--- src/rtl/pong_pkg.sv ---
// Shared types for the PIC link: frame width, decoded frame layouts and
// the receiver state encoding.
package pong_pkg;

    localparam int unsigned WORD_W = 32;

    // Frame carrying ball position and scores.
    typedef struct packed {
        logic [9:0] ballx;
        logic [9:0] bally;
        logic [5:0] score1;
        logic [5:0] score2;
    } frame_a_t;

    // Frame carrying paddle positions and sound selection.
    typedef struct packed {
        logic [9:0] paddle1;
        logic [9:0] paddle2;
        logic [8:0] sound_sel;
        logic [2:0] pad;
    } frame_b_t;

    typedef enum logic {
        RX_IDLE  = 1'b0,
        RX_SHIFT = 1'b1
    } rx_state_e;

endpackage

--- src/rtl/spi_frame_rx_sync_edge.sv ---
// Multi-stage synchronizer followed by a registered edge detector.
module sync_edge #(
    parameter int unsigned SYNC_STAGES = 2
) (
    input  logic clk,
    input  logic reset,
    input  logic din,
    output logic dout,
    output logic rise,
    output logic fall
);

    logic [SYNC_STAGES-1:0] sync_q, sync_d;
    logic                   prev_q, prev_d;
    logic                   rise_q, rise_d;
    logic                   fall_q, fall_d;

    // Next state: shift the pin into the chain and compare with last synced value.
    always_comb begin
        sync_d = (sync_q << 1) | SYNC_STAGES'(din);
        prev_d = sync_q[SYNC_STAGES-1];
        rise_d = sync_q[SYNC_STAGES-1] & ~prev_q;
        fall_d = ~sync_q[SYNC_STAGES-1] & prev_q;
    end

    // Synchronizer and edge pulse registers.
    always_ff @(posedge clk) begin
        if (reset) begin
            sync_q <= '0;
            prev_q <= 1'b0;
            rise_q <= 1'b0;
            fall_q <= 1'b0;
        end else begin
            sync_q <= sync_d;
            prev_q <= prev_d;
            rise_q <= rise_d;
            fall_q <= fall_d;
        end
    end

    assign dout = sync_q[SYNC_STAGES-1];
    assign rise = rise_q;
    assign fall = fall_q;

endmodule

--- src/rtl/spi_frame_rx.sv ---
// SPI slave frame receiver/transmitter with inactivity timeout and
// vsync-aligned double-buffered publication of completed frames.
module spi_frame_rx #(
    parameter int unsigned WORD_W      = pong_pkg::WORD_W,
    parameter int unsigned TIMEOUT     = 4000,
    parameter int unsigned SYNC_STAGES = 2
) (
    input  logic              clk,
    input  logic              reset,
    input  logic              sck,
    input  logic              sdo,
    input  logic              vsync,
    input  logic [WORD_W-1:0] tx_data,
    output logic              sdi,
    output logic [WORD_W-1:0] q,
    output logic              q_valid,
    output logic [7:0]        frame_err,
    output logic              overrun
);
    import pong_pkg::*;

    localparam int unsigned CNT_W  = $clog2(WORD_W);
    localparam int unsigned IDLE_W = $clog2(TIMEOUT + 1);

    logic sck_fall, vs_rise, sdo_s;
    logic publish;
    rx_state_e state;

    logic [SYNC_STAGES:0] sdo_dly_q, sdo_dly_d;
    logic [WORD_W-2:0]    rx_sr_q, rx_sr_d;
    logic [WORD_W-1:0]    tx_sr_q, tx_sr_d;
    logic [WORD_W-1:0]    pending_q, pending_d;
    logic [WORD_W-1:0]    q_q, q_d;
    logic [CNT_W-1:0]     bit_cnt_q, bit_cnt_d;
    logic [IDLE_W-1:0]    idle_cnt_q, idle_cnt_d;
    logic [7:0]           frame_err_q, frame_err_d;
    logic                 pend_full_q, pend_full_d;
    logic                 overrun_q, overrun_d;
    logic                 q_valid_q, q_valid_d;
    logic                 sdi_q, sdi_d;

    sync_edge #(.SYNC_STAGES(SYNC_STAGES)) u_sck_sync (
        .clk   (clk),
        .reset (reset),
        .din   (sck),
        .dout  (),
        .rise  (),
        .fall  (sck_fall)
    );

    sync_edge #(.SYNC_STAGES(SYNC_STAGES)) u_vsync_sync (
        .clk   (clk),
        .reset (reset),
        .din   (vsync),
        .dout  (),
        .rise  (vs_rise),
        .fall  ()
    );

    // sdo takes one extra stage to line up with the registered sck edge pulse.
    assign sdo_s   = sdo_dly_q[SYNC_STAGES];
    assign state   = (bit_cnt_q == '0) ? RX_IDLE : RX_SHIFT;
    assign publish = vs_rise & pend_full_q;

    // Receive, transmit, timeout and publish decisions for the next cycle.
    always_comb begin
        sdo_dly_d   = {sdo_dly_q[SYNC_STAGES-1:0], sdo};
        rx_sr_d     = rx_sr_q;
        tx_sr_d     = tx_sr_q;
        pending_d   = pending_q;
        q_d         = q_q;
        bit_cnt_d   = bit_cnt_q;
        idle_cnt_d  = idle_cnt_q;
        frame_err_d = frame_err_q;
        pend_full_d = pend_full_q;
        overrun_d   = overrun_q;
        q_valid_d   = publish;
        sdi_d       = sdi_q;

        // Publish first so a frame completing in the same cycle refills the buffer.
        if (publish) begin
            q_d         = pending_q;
            pend_full_d = 1'b0;
        end

        if (state == RX_IDLE) begin
            tx_sr_d = tx_data;
        end

        if (sck_fall) begin
            sdi_d      = tx_sr_q[WORD_W-1];
            tx_sr_d    = tx_sr_q << 1;
            rx_sr_d    = {rx_sr_q[WORD_W-3:0], sdo_s};
            idle_cnt_d = '0;
            if (bit_cnt_q == CNT_W'(WORD_W - 1)) begin
                pending_d   = {rx_sr_q, sdo_s};
                pend_full_d = 1'b1;
                bit_cnt_d   = '0;
                if (pend_full_q && !publish) begin
                    overrun_d = 1'b1;
                end
            end else begin
                bit_cnt_d = bit_cnt_q + 1'b1;
            end
        end else if (state == RX_SHIFT) begin
            if (idle_cnt_q == IDLE_W'(TIMEOUT - 1)) begin
                bit_cnt_d  = '0;
                idle_cnt_d = '0;
                if (frame_err_q != 8'hFF) begin
                    frame_err_d = frame_err_q + 8'd1;
                end
            end else begin
                idle_cnt_d = idle_cnt_q + 1'b1;
            end
        end else begin
            idle_cnt_d = '0;
        end
    end

    // State and output registers.
    always_ff @(posedge clk) begin
        if (reset) begin
            sdo_dly_q   <= '0;
            rx_sr_q     <= '0;
            tx_sr_q     <= '0;
            pending_q   <= '0;
            q_q         <= '0;
            bit_cnt_q   <= '0;
            idle_cnt_q  <= '0;
            frame_err_q <= '0;
            pend_full_q <= 1'b0;
            overrun_q   <= 1'b0;
            q_valid_q   <= 1'b0;
            sdi_q       <= 1'b0;
        end else begin
            sdo_dly_q   <= sdo_dly_d;
            rx_sr_q     <= rx_sr_d;
            tx_sr_q     <= tx_sr_d;
            pending_q   <= pending_d;
            q_q         <= q_d;
            bit_cnt_q   <= bit_cnt_d;
            idle_cnt_q  <= idle_cnt_d;
            frame_err_q <= frame_err_d;
            pend_full_q <= pend_full_d;
            overrun_q   <= overrun_d;
            q_valid_q   <= q_valid_d;
            sdi_q       <= sdi_d;
        end
    end

    assign sdi       = sdi_q;
    assign q         = q_q;
    assign q_valid   = q_valid_q;
    assign frame_err = frame_err_q;
    assign overrun   = overrun_q;

endmodule

--- config.mk ---
export PLATFORM = sky130hd
export DESIGN_NAME = spi_frame_rx
export DESIGN_NICKNAME = d
export VERILOG_FILES = /design/src/rtl/pong_pkg.sv /design/src/rtl/spi_frame_rx_sync_edge.sv /design/src/rtl/spi_frame_rx.sv
export SDC_FILE = /design/constraint.sdc
export NUM_CORES = 1
export LEC_CHECK = 0
export CORE_UTILIZATION = 32
export CTS_BUF_LIST = sky130_fd_sc_hd__clkbuf_4 sky130_fd_sc_hd__clkbuf_8
export DETAILED_ROUTE_END_ITERATION = 12
export SETUP_SLACK_MARGIN = 0.02
export SLEW_MARGIN = 10
export SYNTH_ARGS = -nofsm -noshare
export SYNTH_HDL_FRONTEND = slang
export SYNTH_SLANG_ARGS = --single-unit
--- constraint.sdc ---
create_clock -name clk -period 2.1 [get_ports clk]
set_input_delay 0.63 -clock clk [delete_from_list [all_inputs] [get_ports clk]]
set_output_delay 0.63 -clock clk [all_outputs]
set_load 0.005 [all_outputs]
* After elaboration in Yosys (flattened, before gate mapping)
Cells that the tools add are included.
Operators by class: add/subtract/negate cells 3, equality and inequality tests 4, mux-type cells 9, bitwise operators 9, reductions and logical operators 11
Operator list (count):
- 32-bit 2-to-1 mux | 2
- 5-bit 2-to-1 mux | 4
- 12-bit by 1-bit adder with 12-bit output (second input constant) | 1
- 12-bit equality test (second input constant) | 1
- 8-bit by 1-bit adder with 8-bit output (second input constant) | 1
- 8-bit != test (second input constant) | 1
- 5-bit by 1-bit adder with 5-bit output (second input constant) | 1
- 5-bit equality test (second input constant) | 1
- 5-bit logical NOT | 1
- 1-bit inverter | 4
- 2-bit by 1-bit OR with 2-bit output | 2
- 2-bit AND reduction | 2
- 4-bit AND reduction | 1
- 2-bit nonzero test | 2
- 4-bit OR reduction | 1
- 1-bit AND | 3
- 1-bit 2-to-1 mux | 3
- 3-bit AND reduction | 1
- 2-bit by 1-bit != test with 1-bit output (second input constant) | 1
- 2-bit OR reduction | 1
- 1-bit logical AND | 1
- 1-bit logical NOT | 1
Storage, ports and cells: register bits 167, input port bits 37, output and inout port bits 43, word-level logic and storage cells 55

* Depth between registers and ports, before layout
word-level depth 4, depth in mapped cells 8, mapped depth without buffers 6

* By module
A second synthesis with hierarchy kept.
Unflattened totals: cells, all modules 731, area total of the unflattened synthesis 6396.1 µm²
By module, submodules not included:
- spi_frame_rx | times used 1, cells an instance 711, area an instance 6128.4 µm², sequential area each 3183.1 µm²
- sync_edge | times used 2, cells an instance 10, area an instance 133.9 µm², sequential area each 100.1 µm²

* Least setup slack after synthesis
No wires, ideal clock.
path type reg2reg, start point reg bit_cnt_q[0], end point reg frame_err_q[4] (netlist: frame_err[4]), arrival 1716 ps, slack 313 ps, stages on the path, launching flop included 9, buffers on the path 2, clock period less this slack 1787 ps, cell sequence dfxtp_1 > inv_1 > ha_1 > or4b_1 > buf_2 > nand4_2 > buf_6 > or4_1 > a21oi_1
Between the ends: cells in the longest elaborated chain, start to end 3
RTL lines:
- start, declared | line spi_frame_rx.sv:34 | logic [CNT_W-1:0] bit_cnt_q, bit_cnt_d;
- start signal, assigned | line spi_frame_rx.sv:141 | bit_cnt_q <= bit_cnt_d;
- 5-bit logical NOT | line spi_frame_rx.sv:62 | assign state = (bit_cnt_q == '0) ? RX_IDLE : RX_SHIFT;
- 1-bit inverter (no source line)
- 4-bit AND reduction (no source line)
- end signal, assigned | line spi_frame_rx.sv:143 | frame_err_q <= frame_err_d;
- end, declared | line spi_frame_rx.sv:36 | logic [7:0] frame_err_q, frame_err_d;
Every way passes these cells. A chain may end at the register's enable or synchronous reset.

* Worst setup path in the final report
start point reg frame_err_q[7] (netlist: frame_err[7]), end point out frame_err[7]
RTL lines:
- end, declared | line spi_frame_rx.sv:17 | output logic [7:0] frame_err,
No word-level cell between the ends.

==> results.cfg <==
[clocking]
cts_htree_levels = 4
cts-buffers-inserted = 17
clock_latency_ns = 0.46
clockBufferDepth = 2
cts-root-buf = clkbuf_8
cts_sinks = 167
cts_hold_buf = 0
cts_tree = yes
clkTransAtPathRegs_ns = 0.09

[timing]
fin_crit_sh_pct = 95.35
finalSetupViolations = 0
fin_worst_skew_ns = 0.01288
worst_pin_slew_ns = 0.5834
drv_slew = 0
rsz0062_at_grt = no
fin_crit_ns = 2.002
final.setup.tns_ns = 0
hold_violations = 0
relSlewSlack_pct = 61.05
fmax_mhz = 499.4

[setup_path]
cp_data_required_time_ns = 1.47
ff2ff_path_depth = 6
worst_setup_path_start_kind = flop
cp_num_buf_inv = 1
rrSetupSlack_ns = 0.24
cp.arrival_ns = 1.37
crit_type = flop to output port
cp_slowest_cell = clkdlybuf4s50_1
path_max_fanout = 4
cpPeakStageDelay_ns = 0.53
cp-end-kind = output port
timing.rr.end = frame_err[6]
cp_top_family = buffers and inverters
rr_startpoint = bit_cnt_q[0]
crit_chain = clkdlybuf4s50_1

[detailed_routing]
via_count = 4931
drt_iter0_drc = 267
wl_per_cell_um = 11.95
detail_route.drc_violations = 0
wirelength_um = 12750
viasPerCell = 4.621
antenna_left = 0
dr.pass1.iters = 4

[logic_synthesis]
synthDominantCellAreaShare_pct = 53.07
synth_top_cell_by_area = dfxtp_1
ys_ff_latch = 167
synthTopCellsByCount = nand2_1 (202), dfxtp_1 (167), nor2_1 (81)
synth_most_common_cell = nand2_1
synthTopCellsByArea = dfxtp_1 (53%), nand2_1 (12%), a21oi_1 (5.7%)
yosys_warnings = 0
async_flop_share_pct = 0
synth_edf_count = 0
ys_types = 41
synth_seq_area_share_pct = 53.07
syn_avg_cell_area_um2 = 8.583
synth_cells = 734
syn-num-nets = 776
synth_flop_cell = dfxtp_1
syn_area_mm2 = 0.006300

[placement]
port_buffers = 79
dp_hpwl_um = 8008
placed_area_mm2 = 0.007347
gp_congestion = 0.7745

[power]
power_density_mw_per_mm2 = 724.0
p_switching_mw = 1.365
cellLeakagePower_nw = 2.685
switching_share_pct = 24.38
p_seq_share_pct = 57.8
p_int_mw = 4.234
ir_worst_vdd_uv = 350.7
comb_power_share_pct = 3.7
clkPwrFrac_pct = 38.5

[layout]
diodes = 0
drive_gt1_share_pct = 7.559
regArea_mm2 = 0.003352
fin_nets = 836
multi_input_area_mm2 = 0.002733
area_growth_pct = 22.74
nFillCells = 1979
fin_area_mm2 = 0.007732

[grt]
globalRouteMet1Util_pct = 18.23
top_usage_layer = met2
grt_use_met2_pct = 20.43
grt_use_total_pct = 13.55
grt_max_degree = 73
grt_pass1_wl_um = 21940
gr-total-overflow = 0
met3_usage_pct = 3.432
grt_pass1_vias = 4566
antenna_found_initial = 0

[job]
cap_viol_max_count = 0

[hold_path]
hold_path.startpoint = u_vsync_sync.prev_q
whs_path_depth = 1
whs_endpoint = u_vsync_sync.rise
hp-class = flop to flop

[die]
core_mm2 = 0.01902
die_width_um = 142.3
io_pins = 80
dieArea_mm2 = 0.02025
initial_core_util_pct = 33.13
die_y_um = 142.3
core.rowCount = 50

[outcome]
status = completed
worst register-to-register path, stage by stage (launching register included):
cell	delay, ns
dfxtp_1	0.38
inv_1	0.08
ha_1	0.21
or4b_1	0.22
nand4_4	0.18
or4_1	0.50
and3_1	0.18
power by group through the flow:
| stage | Combinational (mW) | Clock [mW] | Sequential (mW) |
|---|---|---|---|
| 6_report | 0.208 | 2.15 | 3.24 |
| 3_5_place_dp | 0.212 | 0 | 3.31 |
| 2_1_floorplan | 0.113 | 0 | 3.31 |
| 3_3_place_gp | 0.210 | 0 | 3.31 |
| 5_1_grt | 0.231 | 2.37 | 3.24 |
| 4_1_cts | 0.212 | 2.24 | 3.24 |
state kept, by name, indices dropped and copies added (netlist names), 2 cells and up:
name and cells:
bit_cnt_q 5, tx_sr_q 32, pending_q 32, u_sck_sync.sync_q 2, q 32, frame_err 8, rx_sr_q 31, sdo_dly_q 3
u_vsync_sync.sync_q 2, idle_cnt_q 12
cells by family (layout without fill, tap and decap cells):
logic type | count (synthesis) | after routing | share of synthesized area, %
AOI/OAI and AO/OA | 113 | 113 | 11.20
xor gates and xnor gates | 12 | 12 | 1.668
adders and majority gates | 5 | 5 | 0.9930
buffers and inverters | 58 | 131 | 3.833
DFF | 167 | 167 | 53.07
muxes | 35 | 35 | 5.581
and+or+nand+nor | 344 | 344 | 23.65
final cells by class:
cell class	count	area share, %
sequential	167	43.35
multi-input combinational	509	35.34
timing repair buffer	93	12.04
tap	260	4.207
clock buffer	19	3.382
clock inverter	13	1.392
inverter	6	0.2913
cells in the final DEF, fill, tap and decap left out, drive strengths merged, types with 4 or more instances in the layout:
| cell type | instances |
|---|---|
| a21oi | 72 |
| a311oi | 31 |
| and2 | 4 |
| and3 | 5 |
| buf | 15 |
| clkbuf | 19 |
| clkdlybuf4s50 | 78 |
| clkinv | 4 |
| dfxtp | 167 |
| ha | 5 |
| inv | 14 |
| mux2i | 34 |
| nand2 | 202 |
| nand3 | 12 |
| nand4 | 5 |
| nor2 | 81 |
| nor2b | 11 |
| or4 | 7 |
| xnor2 | 8 |
| xor2 | 4 |
worst max path at each step:
stage	from	end	slack, ns	cells past startpoint
final	frame_err[7]	frame_err[7]	0.1	1
after global routing	frame_err[7]	frame_err[7]	0.03	1
after CTS	frame_err[1]	frame_err[1]	0.02	1
after detailed placement	idle_cnt_q[0]	frame_err[6]	0.16	5
after global placement	idle_cnt_q[0]	frame_err[6]	0.19	5
after floorplan	bit_cnt_q[0]	frame_err[4]	0.31	8
layer usage:
metal | vias up | wire (um)
met1 | 2271 | 6649
met5 | - | 0
met4 | 0 | 208
li1 | 2584 | -
met3 | 16 | 415
met2 | 60 | 5474
metrics by stage:
stage	setup slack [ns]	cells	utilization (%)	hold slack, ns	total power, mW
finish	0.09770	1067	40.66	0.3859	5.599
global route	0.03091	1067	40.66	0.4013	5.846
CTS	0.02022	1067	40.59	0.3871	5.691
detailed placement	0.1577	1035	38.63	0.3735	3.523
global placement	0.1901	1035	38.63	0.3776	3.520
floorplan	0.3135	734	-	0.3674	3.418
repair_timing:
item	4_1_cts	5_1_grt
resized for setup	2	5
cloned	0	0
setup buffers	0	0
endpoints found under the setup margin	2	7
No activity file was read; power rests on OpenSTA's default activity.
==> variant 1, RTL diff (same flow settings) <==
Set the package constant `WORD_W` to 16 (it was 32).
--- a/src/rtl/pong_pkg.sv
+++ b/src/rtl/pong_pkg.sv
@@ -4,3 +4,3 @@
 
-    localparam int unsigned WORD_W = 32;
+    localparam int unsigned WORD_W = 16;
 
Interface: changed (resized q and tx_data); port bits go from 80 to 48. No check against the original RTL was run, so the function may have changed too.
==> variant 1 against the original RTL <==
Power shrank 37%; synthesized area shrank 36%; hold slack gained 0.012 ns; wire length shrank 39%; count of clock-buffer cells in the layout shrank 10; design area shrank 36%; sequential cell count shrank 65; worst setup slack lost 0.0093 ns; largest power group unchanged.
==> variant 1: results (changes against the original RTL) <==
stage;metric;value;unit;change
cts;path_clk_slew;0.10;ns;
grt;grt_pass1_wl;13.45;mm;was 21.94 mm
critical_path;critPathMaxStageDelay;0.56;ns;was 0.53 ns
placement;numPortBuffers;47;;was 79
logic_synthesis;synth_fp_nets;462;;was 776
pwr;peakVddDrop;0.0002589;V;was 0.0003507 V
grt;first_global_vias;2913;;was 4566
cells_and_area;fill_cells;1202;;was 1979
logic_synthesis;yosysMostFrequentCell;dfxtp_1;;was nand2_1
drt;avgRoutedWirePerCell;11.94;µm;was 11.95 µm
cells_and_area;layout.nets;504;;was 836
critical_path;crit_family;buffers and inverters;;unchanged
cts;htree_levels;3;;was 4
drt;drt_first_pass_iters;4;;unchanged
cells_and_area;final_layout_size_suffix_gt1_share;10.97;%;was 7.559%
placement;place_worst_setup_slack;0.1145;ns;was 0.1577 ns
placement;dpl.hpwl;5.216;mm;was 8.008 mm
sta;worst_pin_slew;0.5517;ns;was 0.5834 ns
critical_path;worstPathMaxFanout;7;;was 4
logic_synthesis;yosysWarningCount;0;;unchanged
logic_synthesis;netlist_top_cells_area;dfxtp_1, mux2i_1, nand2_1;;was dfxtp_1, nand2_1, a21oi_1
cts;cts_made_buffers;9;;was 17
drt;first_iter_violations;140;;was 267
cells_and_area;antenna_cells;0;;unchanged
logic_synthesis;ys_types;43;;was 41
placement;place_congestion;0.8078;;was 0.7745
drt;num_vias;3049;;was 4931
sta;skew;0.006998;ns;was 0.01288 ns
logic_synthesis;synth_commonest_cells;dfxtp_1, nand2_1, nor2_1;;was nand2_1, dfxtp_1, nor2_1
logic_synthesis;synth-seq-area-share;50.68;%;was 53.07%
pwr;leakagePower;1.636;nW;was 2.685 nW
logic_synthesis;synthCells;437;;was 734
grt;grt_overflow;0;;unchanged
grt;grt_antenna_before_repair;0;;unchanged
min_path;hold_path.class;reg -> reg;;unchanged
cts;cts_root_buf;clkbuf_8;;unchanged
outcome;status;completed;;unchanged
critical_path;arrival;1.38;ns;
cts;clock_latency;0.37;ns;was 0.46 ns
grt;grt_max_degree;59;;was 73
grt;track_usage;12.97;%;was 13.55%
critical_path;slowest_stage;clkdlybuf4s50_1;;unchanged
## variant 1: cells by family after synthesis
logic type                 share of synthesized area (%)
and+or+nand+nor                                    21.37
DFF                                                50.68
AOI/OAI and AO/OA                                  7.795
muxes                                              12.70
buffers and inverters                              3.820
xor gates and xnor gates                           2.391
adders and majority gates                          1.242
## variant 1: final cells by class
cell class / count / area [µm²] / share of cell area [%]
sequential: 102 / 2046 / 41.56
multi-input combinational: 302 / 1844 / 37.47
timing repair buffer: 57 / 578.1 / 11.74
tap: 168 / 210.2 / 4.270
clock buffer: 9 / 123.9 / 2.517
clock inverter: 6 / 93.84 / 1.906
inverter: 7 / 26.28 / 0.5338
## variant 1: timing repair
item,4_1_cts,5_1_grt
setup buffers,0,0
resized for setup,0,3
hold buffers,0,0
endpoints found under the setup margin,0,17
## variant 1: routing by layer
layer	routed length [µm]	vias to the layer above	part of all wire (%)	global-route usage, %
met5	0	-	0	0
met1	3710	1429	48	16.09
met4	117	0	1.5	6.320
met3	276	8	3.6	3.176
li1	-	1557	-	-
met2	3667	55	47	21.05
## variant 1: stage by stage
stage | util (%) | instance area, µm² | hold WS (ns) | power [mW] | cells
floorplan | - | 4029 | 0.3674 | 2.113 | 437
global placement | 38.61 | 4696 | 0.3791 | 2.174 | 636
detailed placement | 38.61 | 4696 | 0.3866 | 2.177 | 636
CTS | 40.40 | 4913 | 0.4069 | 3.561 | 651
global route | 40.47 | 4922 | 0.4175 | 3.650 | 651
finish | 40.47 | 4922 | 0.3976 | 3.504 | 651
## variant 1: power breakdown
part	internal [mW]	total, mW	switching, mW
clock	0.680	1.37	0.694
combinational	0.0866	0.152	0.0651
sequential	1.96	1.98	0.0161
total	2.73	3.50	0.775
## variant 1: path summary, 6_finish.rpt
check                                  from                           end  slack [ns]  depth (start not counted)
max               frame_err[6]$_SDFFE_PP0P_                  frame_err[6]        0.09                          1
min          u_vsync_sync.prev_q$_SDFF_PP0_  u_vsync_sync.rise$_SDFF_PP0_        0.40                          1
min reg2reg  u_vsync_sync.prev_q$_SDFF_PP0_  u_vsync_sync.rise$_SDFF_PP0_        0.40                          1
max reg2reg        idle_cnt_q[5]$_SDFF_PP0_     frame_err[4]$_SDFFE_PP0P_        0.12                          4
==> variant 2, RTL diff (config.mk and constraints unchanged) <==
Made on the original files. Take the reset off `pending_q` and load it in a clocked block of its own.
--- a/src/rtl/spi_frame_rx.sv
+++ b/src/rtl/spi_frame_rx.sv
@@ -125,3 +125,2 @@
             tx_sr_q     <= '0;
-            pending_q   <= '0;
             q_q         <= '0;
@@ -138,3 +137,2 @@
             tx_sr_q     <= tx_sr_d;
-            pending_q   <= pending_d;
             q_q         <= q_d;
@@ -150,2 +148,6 @@
 
+    always_ff @(posedge clk) begin
+        pending_q <= pending_d;
+    end
+
     assign sdi       = sdi_q;
Check against the original RTL: same outputs for any inputs over 10 cycles, from zero or initial values and one cycle with reset high; that may be too few to reach the edited logic, so the function may still have changed.
==> variant 2 against the original RTL <==
Count of clock-buffer cells in the layout down 1; power up 7.9%; worst setup slack better by 0.013 ns; design area down 0.24%; synthesized area down 2.0%; sequential power up 2%; wire length down 5.1%; clock skew down 0.0030 ns; sequential cell count unchanged.
==> variant 2: results (changes against the original RTL) <==
stage;metric;value;unit;change
placement;dpl.hpwl;7.366;mm;was 8.008 mm
sta;worst_pin_slew;0.5507;ns;was 0.5834 ns
logic_synthesis;netlist_top_cells_area;dfxtp_1, edfxtp_1, nand2_1;;was dfxtp_1, nand2_1, a21oi_1
logic_synthesis;synth_fp_nets;669;;was 776
grt;first_global_vias;4229;;was 4566
placement;place_congestion;0.7963;;was 0.7745
cells_and_area;fill_cells;1878;;was 1979
cells_and_area;buf_share;11.97;%;was 12.04%
critical_path;crit_path_end;frame_err[4];;was frame_err[7]
cells_and_area;nClkBuffers;18;;was 19
drt;via_per_inst;4.591;;was 4.621
logic_synthesis;synth_commonest_cells;nand2_1, dfxtp_1, nor2_1;;unchanged
pwr;power.internal;4.728;mW;was 4.234 mW
placement;postPlaceCellArea;7257;µm²;was 7347 µm²
cells_and_area;nMultiInputCombCells;412;;was 509
cells_and_area;inverters;7;;was 6
cells_and_area;final_area;7714;µm²;was 7732 µm²
pwr;leakagePower;2.702;nW;was 2.685 nW
logic_synthesis;yosysWarningCount;0;;unchanged
logic_synthesis;ys_types;42;;was 41
pwr;p_switching;1.313;mW;was 1.365 mW
drt;drt_first_pass_iters;5;;was 4
cells_and_area;seqCellArea;3672;µm²;was 3352 µm²
critical_path;worstPathMaxFanout;5;;was 4
logic_synthesis;avgSynthCellArea;9.848;µm²;was 8.583 µm²
critical_path;r2r_start;bit_cnt_q[0]$_SDFFE_PP0P_;;unchanged
pwr;pg_comb;0.197;mW;was 0.208 mW
drt;avgRoutedWirePerCell;12.47;µm;was 11.95 µm
pwr;peakVddDrop;0.0004236;V;was 0.0003507 V
cells_and_area;multi_input_area_share;30.15;%;was 35.34%
logic_synthesis;synth_edf_count;32;;was 0
drt;first_iter_violations;251;;was 267
cells_and_area;final_layout_size_suffix_gt1_share;8.310;%;was 7.559%
critical_path;worstSetupStartpoint;frame_err[4]$_SDFFE_PP0P_;;was frame_err[7]$_SDFFE_PP0P_
outcome;status;completed;;unchanged
pwr;p_clk_share;41.8;%;was 38.5%
sta;skew;0.009866;ns;was 0.01288 ns
grt;track_usage;13.03;%;was 13.55%
cells_and_area;layout.nets;739;;was 836
cells_and_area;design.seq.count;167;;unchanged
cells_and_area;antenna_cells;0;;unchanged
sta;hold_slack;0.3829;ns;was 0.3859 ns
grt;grt_pass1_wl;20.55;mm;was 21.94 mm
grt;grt_max_degree;64;;was 73
cells_and_area;nNonClkBuffers;92;;was 93
cells_and_area;clkCellAreaFrac;5.710;%;was 4.773%
-- variant 2: per-layer routing --
layer  GRT usage, %  vias up  wire [µm]
met5              0        -          0
met2          20.97       65       5484
met3          4.042       14        390
met1          16.26     2078       6074
li1               -     2296          -
met4          5.149        0        148
-- variant 2: timing repair --
item | in CTS | in global routing
gates resized for setup | 3 | 4
hold endpoints to repair | 0 | 0
hold buffers | 0 | 0
setup endpoints to repair | 3 | 4
-- variant 2: cells by family after synthesis --
group | synth area share, %
multiplexers | 5.694
AND/OR/NAND/NOR | 20.14
buffers and inverters | 3.283
AO/OA/AOI/OAI | 8.835
XOR/XNOR | 1.702
adder cells (fa/ha/maj) | 1.013
flip-flops | 59.33
-- variant 2: through the flow --
stage / cells / worst slack (ns)
2_1_floorplan: 627 / 0.1354
3_3_place_gp: 938 / 0.1875
3_5_place_dp: 938 / 0.1736
4_1_cts: 970 / 0.03223
5_1_grt: 970 / 0.02033
6_report: 970 / 0.1111
